### src/rtl/alu_op_sequencer_if.sv
`default_nettype none
// ============================================================================
// Module      : alu_op_sequencer_if
// Description : Request/response handshakes plus the ALU operand/result bus
//               of the ALU operation sequencer.
// Revision    : 1.0 - initial release
// ============================================================================
interface alu_op_sequencer_if;
    logic       req_valid;
    logic       req_ready;
    logic [1:0] req_op;
    logic [3:0] req_a;
    logic [3:0] req_b;

    logic [1:0] alu_s;
    logic [3:0] alu_a;
    logic [3:0] alu_b;
    logic [3:0] y_add;
    logic [3:0] y_sub;
    logic [3:0] y_and;
    logic       carry_add;
    logic       carry_sub;
    logic       agb;
    logic       aeb;
    logic       alb;

    logic       res_valid;
    logic       res_ready;
    logic [1:0] res_op;
    logic [3:0] res_data;
    logic       res_carry;
    logic [2:0] res_flags;
    logic       busy;
    logic [7:0] txn_count;

    // Sequencer side
    modport slave (
        input  req_valid, req_op, req_a, req_b,
        output req_ready,
        output alu_s, alu_a, alu_b,
        input  y_add, y_sub, y_and, carry_add, carry_sub, agb, aeb, alb,
        output res_valid, res_op, res_data, res_carry, res_flags,
        input  res_ready,
        output busy, txn_count
    );

    // Requester / ALU / consumer side
    modport master (
        output req_valid, req_op, req_a, req_b,
        input  req_ready,
        input  alu_s, alu_a, alu_b,
        output y_add, y_sub, y_and, carry_add, carry_sub, agb, aeb, alb,
        input  res_valid, res_op, res_data, res_carry, res_flags,
        output res_ready,
        input  busy, txn_count
    );
endinterface
`default_nettype wire

### src/rtl/alu_op_sequencer.sv
`default_nettype none
// ============================================================================
// Module      : alu_op_sequencer
// Description : Clocked front-end for a combinational 4-bit ALU: launches one
//               operation, waits SETTLE_CYCLES edges, returns a response.
// Revision    : 1.0 - initial release
// ============================================================================
module alu_op_sequencer #(
    parameter int unsigned SETTLE_CYCLES = 2   // legal 1..15
) (
    input  wire logic         clk,
    input  wire logic         rst_n,
    alu_op_sequencer_if.slave bus
);

    localparam logic [1:0] S_IDLE   = 2'd0;
    localparam logic [1:0] S_SETTLE = 2'd1;
    localparam logic [1:0] S_RESP   = 2'd2;

    localparam logic [3:0] C_LAST_CNT = 4'(SETTLE_CYCLES - 1);

    logic [1:0] r_state;
    logic [3:0] r_cnt;
    logic [1:0] r_alu_s;
    logic [3:0] r_alu_a;
    logic [3:0] r_alu_b;
    logic       r_res_valid;
    logic [1:0] r_res_op;
    logic [3:0] r_res_data;
    logic       r_res_carry;
    logic [2:0] r_res_flags;
    logic [7:0] r_txn_count;

    logic [3:0] w_cap_data;
    logic       w_cap_carry;
    logic [2:0] w_cap_flags;

    // Result selection follows the launched select, not the live request
    always_comb begin
        w_cap_data  = 4'd0;
        w_cap_carry = 1'b0;
        w_cap_flags = 3'b000;
        case (r_alu_s)
            2'b00: begin
                w_cap_data  = bus.y_add;
                w_cap_carry = bus.carry_add;
            end
            2'b01: begin
                w_cap_data  = bus.y_sub;
                w_cap_carry = bus.carry_sub;
            end
            2'b10: w_cap_flags = {bus.agb, bus.aeb, bus.alb};
            default: w_cap_data = bus.y_and;
        endcase
    end

    always_ff @(posedge clk or negedge rst_n) begin
        if (!rst_n) begin
            r_state     <= S_IDLE;
            r_cnt       <= 4'd0;
            r_alu_s     <= 2'd0;
            r_alu_a     <= 4'd0;
            r_alu_b     <= 4'd0;
            r_res_valid <= 1'b0;
            r_res_op    <= 2'd0;
            r_res_data  <= 4'd0;
            r_res_carry <= 1'b0;
            r_res_flags <= 3'd0;
            r_txn_count <= 8'd0;
        end else begin
            case (r_state)
                S_IDLE: begin
                    if (bus.req_valid) begin
                        r_alu_s <= bus.req_op;
                        r_alu_a <= bus.req_a;
                        r_alu_b <= bus.req_b;
                        r_cnt   <= 4'd0;
                        r_state <= S_SETTLE;
                    end
                end
                S_SETTLE: begin
                    r_cnt <= r_cnt + 4'd1;
                    if (r_cnt == C_LAST_CNT) begin
                        r_res_valid <= 1'b1;
                        r_res_op    <= r_alu_s;
                        r_res_data  <= w_cap_data;
                        r_res_carry <= w_cap_carry;
                        r_res_flags <= w_cap_flags;
                        r_state     <= S_RESP;
                    end
                end
                S_RESP: begin
                    if (bus.res_ready) begin
                        r_res_valid <= 1'b0;
                        r_txn_count <= r_txn_count + 8'd1;
                        r_state     <= S_IDLE;
                    end
                end
                default: r_state <= S_IDLE;
            endcase
        end
    end

    assign bus.req_ready = (r_state == S_IDLE);
    assign bus.busy      = (r_state != S_IDLE);
    assign bus.alu_s     = r_alu_s;
    assign bus.alu_a     = r_alu_a;
    assign bus.alu_b     = r_alu_b;
    assign bus.res_valid = r_res_valid;
    assign bus.res_op    = r_res_op;
    assign bus.res_data  = r_res_data;
    assign bus.res_carry = r_res_carry;
    assign bus.res_flags = r_res_flags;
    assign bus.txn_count = r_txn_count;

endmodule
`default_nettype wire

### src/flat_wrapper.sv
// flat-port wrapper written by rule: the top's interface ports become plain ports
module alu_op_sequencer_flat 
#(
    parameter int unsigned SETTLE_CYCLES = 2                 
)
  (clk, rst_n, bus_req_valid, bus_req_op, bus_req_a, bus_req_b, bus_req_ready, bus_alu_s, bus_alu_a, bus_alu_b, bus_y_add, bus_y_sub, bus_y_and, bus_carry_add, bus_carry_sub, bus_agb, bus_aeb, bus_alb, bus_res_valid, bus_res_op, bus_res_data, bus_res_carry, bus_res_flags, bus_res_ready, bus_busy, bus_txn_count);
  alu_op_sequencer_if bus_i ();
  input  wire logic clk;
  input  wire logic rst_n;
  input wire logic [$bits(bus_i.req_valid)-1:0] bus_req_valid;
  input wire logic [$bits(bus_i.req_op)-1:0] bus_req_op;
  input wire logic [$bits(bus_i.req_a)-1:0] bus_req_a;
  input wire logic [$bits(bus_i.req_b)-1:0] bus_req_b;
  output wire logic [$bits(bus_i.req_ready)-1:0] bus_req_ready;
  output wire logic [$bits(bus_i.alu_s)-1:0] bus_alu_s;
  output wire logic [$bits(bus_i.alu_a)-1:0] bus_alu_a;
  output wire logic [$bits(bus_i.alu_b)-1:0] bus_alu_b;
  input wire logic [$bits(bus_i.y_add)-1:0] bus_y_add;
  input wire logic [$bits(bus_i.y_sub)-1:0] bus_y_sub;
  input wire logic [$bits(bus_i.y_and)-1:0] bus_y_and;
  input wire logic [$bits(bus_i.carry_add)-1:0] bus_carry_add;
  input wire logic [$bits(bus_i.carry_sub)-1:0] bus_carry_sub;
  input wire logic [$bits(bus_i.agb)-1:0] bus_agb;
  input wire logic [$bits(bus_i.aeb)-1:0] bus_aeb;
  input wire logic [$bits(bus_i.alb)-1:0] bus_alb;
  output wire logic [$bits(bus_i.res_valid)-1:0] bus_res_valid;
  output wire logic [$bits(bus_i.res_op)-1:0] bus_res_op;
  output wire logic [$bits(bus_i.res_data)-1:0] bus_res_data;
  output wire logic [$bits(bus_i.res_carry)-1:0] bus_res_carry;
  output wire logic [$bits(bus_i.res_flags)-1:0] bus_res_flags;
  input wire logic [$bits(bus_i.res_ready)-1:0] bus_res_ready;
  output wire logic [$bits(bus_i.busy)-1:0] bus_busy;
  output wire logic [$bits(bus_i.txn_count)-1:0] bus_txn_count;
  assign bus_i.req_valid = bus_req_valid;
  assign bus_i.req_op = bus_req_op;
  assign bus_i.req_a = bus_req_a;
  assign bus_i.req_b = bus_req_b;
  assign bus_req_ready = bus_i.req_ready;
  assign bus_alu_s = bus_i.alu_s;
  assign bus_alu_a = bus_i.alu_a;
  assign bus_alu_b = bus_i.alu_b;
  assign bus_i.y_add = bus_y_add;
  assign bus_i.y_sub = bus_y_sub;
  assign bus_i.y_and = bus_y_and;
  assign bus_i.carry_add = bus_carry_add;
  assign bus_i.carry_sub = bus_carry_sub;
  assign bus_i.agb = bus_agb;
  assign bus_i.aeb = bus_aeb;
  assign bus_i.alb = bus_alb;
  assign bus_res_valid = bus_i.res_valid;
  assign bus_res_op = bus_i.res_op;
  assign bus_res_data = bus_i.res_data;
  assign bus_res_carry = bus_i.res_carry;
  assign bus_res_flags = bus_i.res_flags;
  assign bus_i.res_ready = bus_res_ready;
  assign bus_busy = bus_i.busy;
  assign bus_txn_count = bus_i.txn_count;
  alu_op_sequencer #(.SETTLE_CYCLES(SETTLE_CYCLES)) u_core (.clk(clk), .rst_n(rst_n), .bus(bus_i));
endmodule
### config.mk
export PLATFORM = sky130hd
export DESIGN_NAME = alu_op_sequencer_flat
export DESIGN_NICKNAME = d
export VERILOG_FILES = /design/src/rtl/alu_op_sequencer_if.sv /design/src/rtl/alu_op_sequencer.sv /design/src/flat_wrapper.sv
export SDC_FILE = /design/constraint.sdc
export NUM_CORES = 1
export LEC_CHECK = 0
export BUFFER_PORTS_ARGS = -buffer_cell sky130_fd_sc_hd__buf_2
export CAP_MARGIN = 20
export CORE_MARGIN = 1.5
export CORE_UTILIZATION = 30
export CTS_BUF_LIST = sky130_fd_sc_hd__clkbuf_8
export CTS_CLUSTER_SIZE = 40
export DETAILED_ROUTE_END_ITERATION = 16
export PLACE_DENSITY_LB_ADDON = 0.05
export SETUP_SLACK_MARGIN = 0.5
export SYNTH_ARGS = -nofsm -noshare
export SYNTH_HDL_FRONTEND = slang
export SYNTH_SLANG_ARGS = --single-unit
### constraint.sdc
create_clock -name clk -period 1.7 [get_ports clk]
set_input_delay 0.34 -clock clk [delete_from_list [all_inputs] [get_ports clk]]
set_output_delay 0.34 -clock clk [all_outputs]
set_load 0.01 [all_outputs]
==> metrics.md <==
| Metric | Value |
|---|---|
| Leakage power | `1.307 nW` |
| Crit-path slowest cell | `dfrtp_2` |
| First-pass GRT wire length | `6699 um` |
| Htree depth | `2` |
| Num CTS Buffers | `5` |
| Comb pwr share | `46.6%` |
| Final hold slack | `-12.25 ps` |
| FF+latch count, synth | `35` |
| CTS tree | `yes` |
| Die height | `76.32 um` |
| Non-filler cells, final | `288` |
| Clock sink total | `35` |
| Post-synthesis sequential area ratio | `54.31%` |
| Crit Path Max Fanout | `2` |
| Crit Path Category | `register to primary output` |
| Final wirelength | `4017 um` |
| Final period util | `85.18%` |
| Global route total overflow | `0` |
| Util after Layout | `48.44%` |
| Int Power | `2.889 mW` |
| Fillers | `501` |
| DP HPWL | `2577 um` |
| Rel. slew slack | `68.61%` |
| FFs w/ async S/R, synth | `100.0%` |
| Slew Viols, Final | `0` |
| Worst clock skew | `13.57 ps` |
| Max Cap Viol | `0` |
| WL per Instance | `13.95 um` |
| Switching fraction of total power | `32.31%` |
| DRC violations left | `0` |
| Synth top area share | `54.31%` |
| Sum Neg Setup Slack | `0 ps` |
| Pin count of the biggest net entering global routing | `19` |
| Element type at the critical path start | `register` |
| Post-Syn Area per Cell | `12.80 sq um` |
| Final GP Congestion | `0.7372` |
| Vias in the first global route | `1351` |
| Crit path capture type | `primary output` |
| ANT cells | `0` |
| Clock slew at reported path FFs | `80 ps` |
| CP Data Arrival Time | `1110 ps` |
| Max incr delay on CP | `420 ps` |
| Post-synthesis instance total | `126` |
| Ys flop type | `dfrtp_1` |
| Synth top cells by count | `dfrtp_1, mux2_4, mux2_2, mux2i_1` |
| DR vias | `1284` |
| Row cnt | `26` |
| Post-synth EDFFs | `0` |
| Failing checks | `hold timing` |
| Status | `finished, violations left` |
| Worst-Margin Slew | `470.9 ps` |
| Antenna-violating nets left | `0` |
| CTS Hold Bufs | `0` |
| Clock Power Share | `21.4%` |
| Inst Count DP | `254` |
| Critical Path RT | `1360 ps` |
| Root Buffer | `clkbuf_8` |
| Leading area contributor after synthesis | `dfrtp_1` |
| Worst skew pair latency | `300 ps` |
| Area growth syn-to-layout | `54.38%` |
| Nets@finish | `251` |
| Pre-Repair DR Iteration Count | `4` |
| Die Width | `76.32 um` |
| RSZ-0062 raised after global routing | `true` |
| Port Buffers | `61` |
| Design Power | `4.269 mW` |
| PwrDens | `1714 mW/mm^2` |
| Switch Pwr | `1.379 mW` |
| Clock buffer depth | `2` |
| Vias per cell | `4.458` |
| DRT iter0 DRCs | `44` |
| Syn Nets | `160` |
| Count leader, synth | `dfrtp_1` |
| Fin crit period | `1448 ps` |
| Crit-path cells | `or2_4 -> inv_4 -> buf_6` |
| Core Region | `0.005140 sq mm` |
| Fraction of final layout cells sized beyond drive strength 1 | `62.84%` |
| Syn Std Cell Area | `0.001613 sq mm` |
| Synth cell types | `30` |
| Initial antenna violation count | `0` |
| Synth Warn # | `0` |
| Starting Density | `31.38%` |
| Die ar. | `0.005825 sq mm` |
| Flop pwr share | `32.0%` |
| VDD IR max | `0.6199 mV` |
| Max Clk Rate | `0.6906 GHz` |
| IO Count | `62` |
| Final Hold Viols | `13` |
| Final setup viols | `0` |
| Synth top area cells | `dfrtp_1, mux2_4, mux2_2` |
| Hold Path Class | `primary input to asynchronous set/reset pin` |
| GRT Overall Usage | `14.65%` |
==> path summary, 6_finish.rpt <==
kind                                             start                       to  slack (ps)  cells after the start
worst min-delay path                             rst_n  u_core.bus.txn_count[0]         -10                      1
max in group asynchronous                        rst_n      u_core.bus.alu_s[1]        1230                      2
worst max-delay path                 u_core.r_state[1]            bus_req_ready         250                      3
min in group clk                         bus_res_ready        u_core.r_state[1]         230                      2
worst min register to register  u_core.bus.res_data[0]   u_core.bus.res_data[0]         500                      1
worst max register to register         u_core.r_cnt[1]   u_core.bus.res_data[1]         270                      5
==> cell usage in the layout, fill, tap and decap left out, types with 2 or more instances in the layout <==
cell type,Yosys,layout
buf_4,0,21
clkbuf_8,0,5
dfrtp_1,35,30
nor3_4,0,2
nor2_1,3,2
a22o_1,2,2
ha_1,3,2
nand3_2,0,2
nand2b_4,1,2
o21ai_0,7,6
mux2i_1,9,9
inv_1,4,4
bufinv_16,0,2
mux2_4,10,11
xnor2_1,3,2
buf_12,0,2
mux2_2,9,8
nand2b_1,3,3
buf_6,1,8
dfrtp_2,0,5
nand3_1,8,6
buf_2,2,56
xor2_1,4,4
nand2_1,8,7
==> per-layer routing <==
metal | track usage, % | vias up | share of wire (%)
met5 | 0 | - | 0
met4 | 5.556 | 0 | 1.6
met3 | 4.790 | 6 | 5.6
met2 | 23.66 | 36 | 50
met1 | 18.22 | 623 | 43
li1 | - | 619 | -
==> stage by stage <==
stage	hold WS [ps]	area [sq um]	setup WS [ps]
finish	-12.25	2490	252.0
global route	8.184	2490	188.1
CTS	9.211	2379	238.3
detailed placement	337.2	2014	216.4
global placement	325.0	2014	223.7
floorplan	44.41	1637	236.5
==> kinds of logic (layout without fill, tap and decap cells) <==
group	Yosys count	after routing	synth area share, %
AO/OA/AOI/OAI	11	11	4.034
XOR/XNOR	7	7	3.801
adder cells (fa/ha/maj)	3	3	2.328
buffers and inverters	9	100	2.715
flip-flops	35	35	54.31
multiplexers	28	28	21.18
AND/OR/NAND/NOR	33	34	11.64
==> power by group through the flow <==
stage	sequential (mW)	clock, mW	combinational (mW)
2_1_floorplan	1.50	0	0.888
4_1_cts	1.36	0.935	1.83
5_1_grt	1.42	0.978	2.17
3_5_place_dp	1.48	0	1.37
3_3_place_gp	1.47	0	1.35
6_report	1.37	0.912	1.99
==> cell type report <==
class | count | area [sq um] | area share (%)
clock buffers | 5 | 68.82 | 2.764
flip-flops and latches | 35 | 882.1 | 35.43
clock inverters | 3 | 67.56 | 2.714
multi-input cells | 83 | 794.5 | 31.91
inverters | 5 | 21.27 | 0.8543
well taps | 70 | 87.58 | 3.518
repair buffers | 87 | 568.0 | 22.81
==> worst max-delay path, delay by kind of cell (launching register included) <==
kind,cells,cell delay [ps]
AND/OR/NAND/NOR,1,240
flip-flops,1,420
buffers and inverters,2,150
==> flip-flops by register name (all words and copies together) (netlist names), 3 cells and up <==
| register | count |
|---|---|
| u_core.bus.txn_count | 8 |
| u_core.bus.alu_a | 4 |
| u_core.bus.alu_b | 4 |
| u_core.bus.res_data | 4 |
| u_core.r_cnt | 4 |
| u_core.bus.res_flags | 3 |
==> timing repair <==
item	CTS	global route
gates resized for setup	17	14
pin swaps	4	3
endpoints found under the setup margin	38	51
gates cloned	1	0
buffers inserted	20	5
No activity file was read; power rests on OpenSTA's default activity.
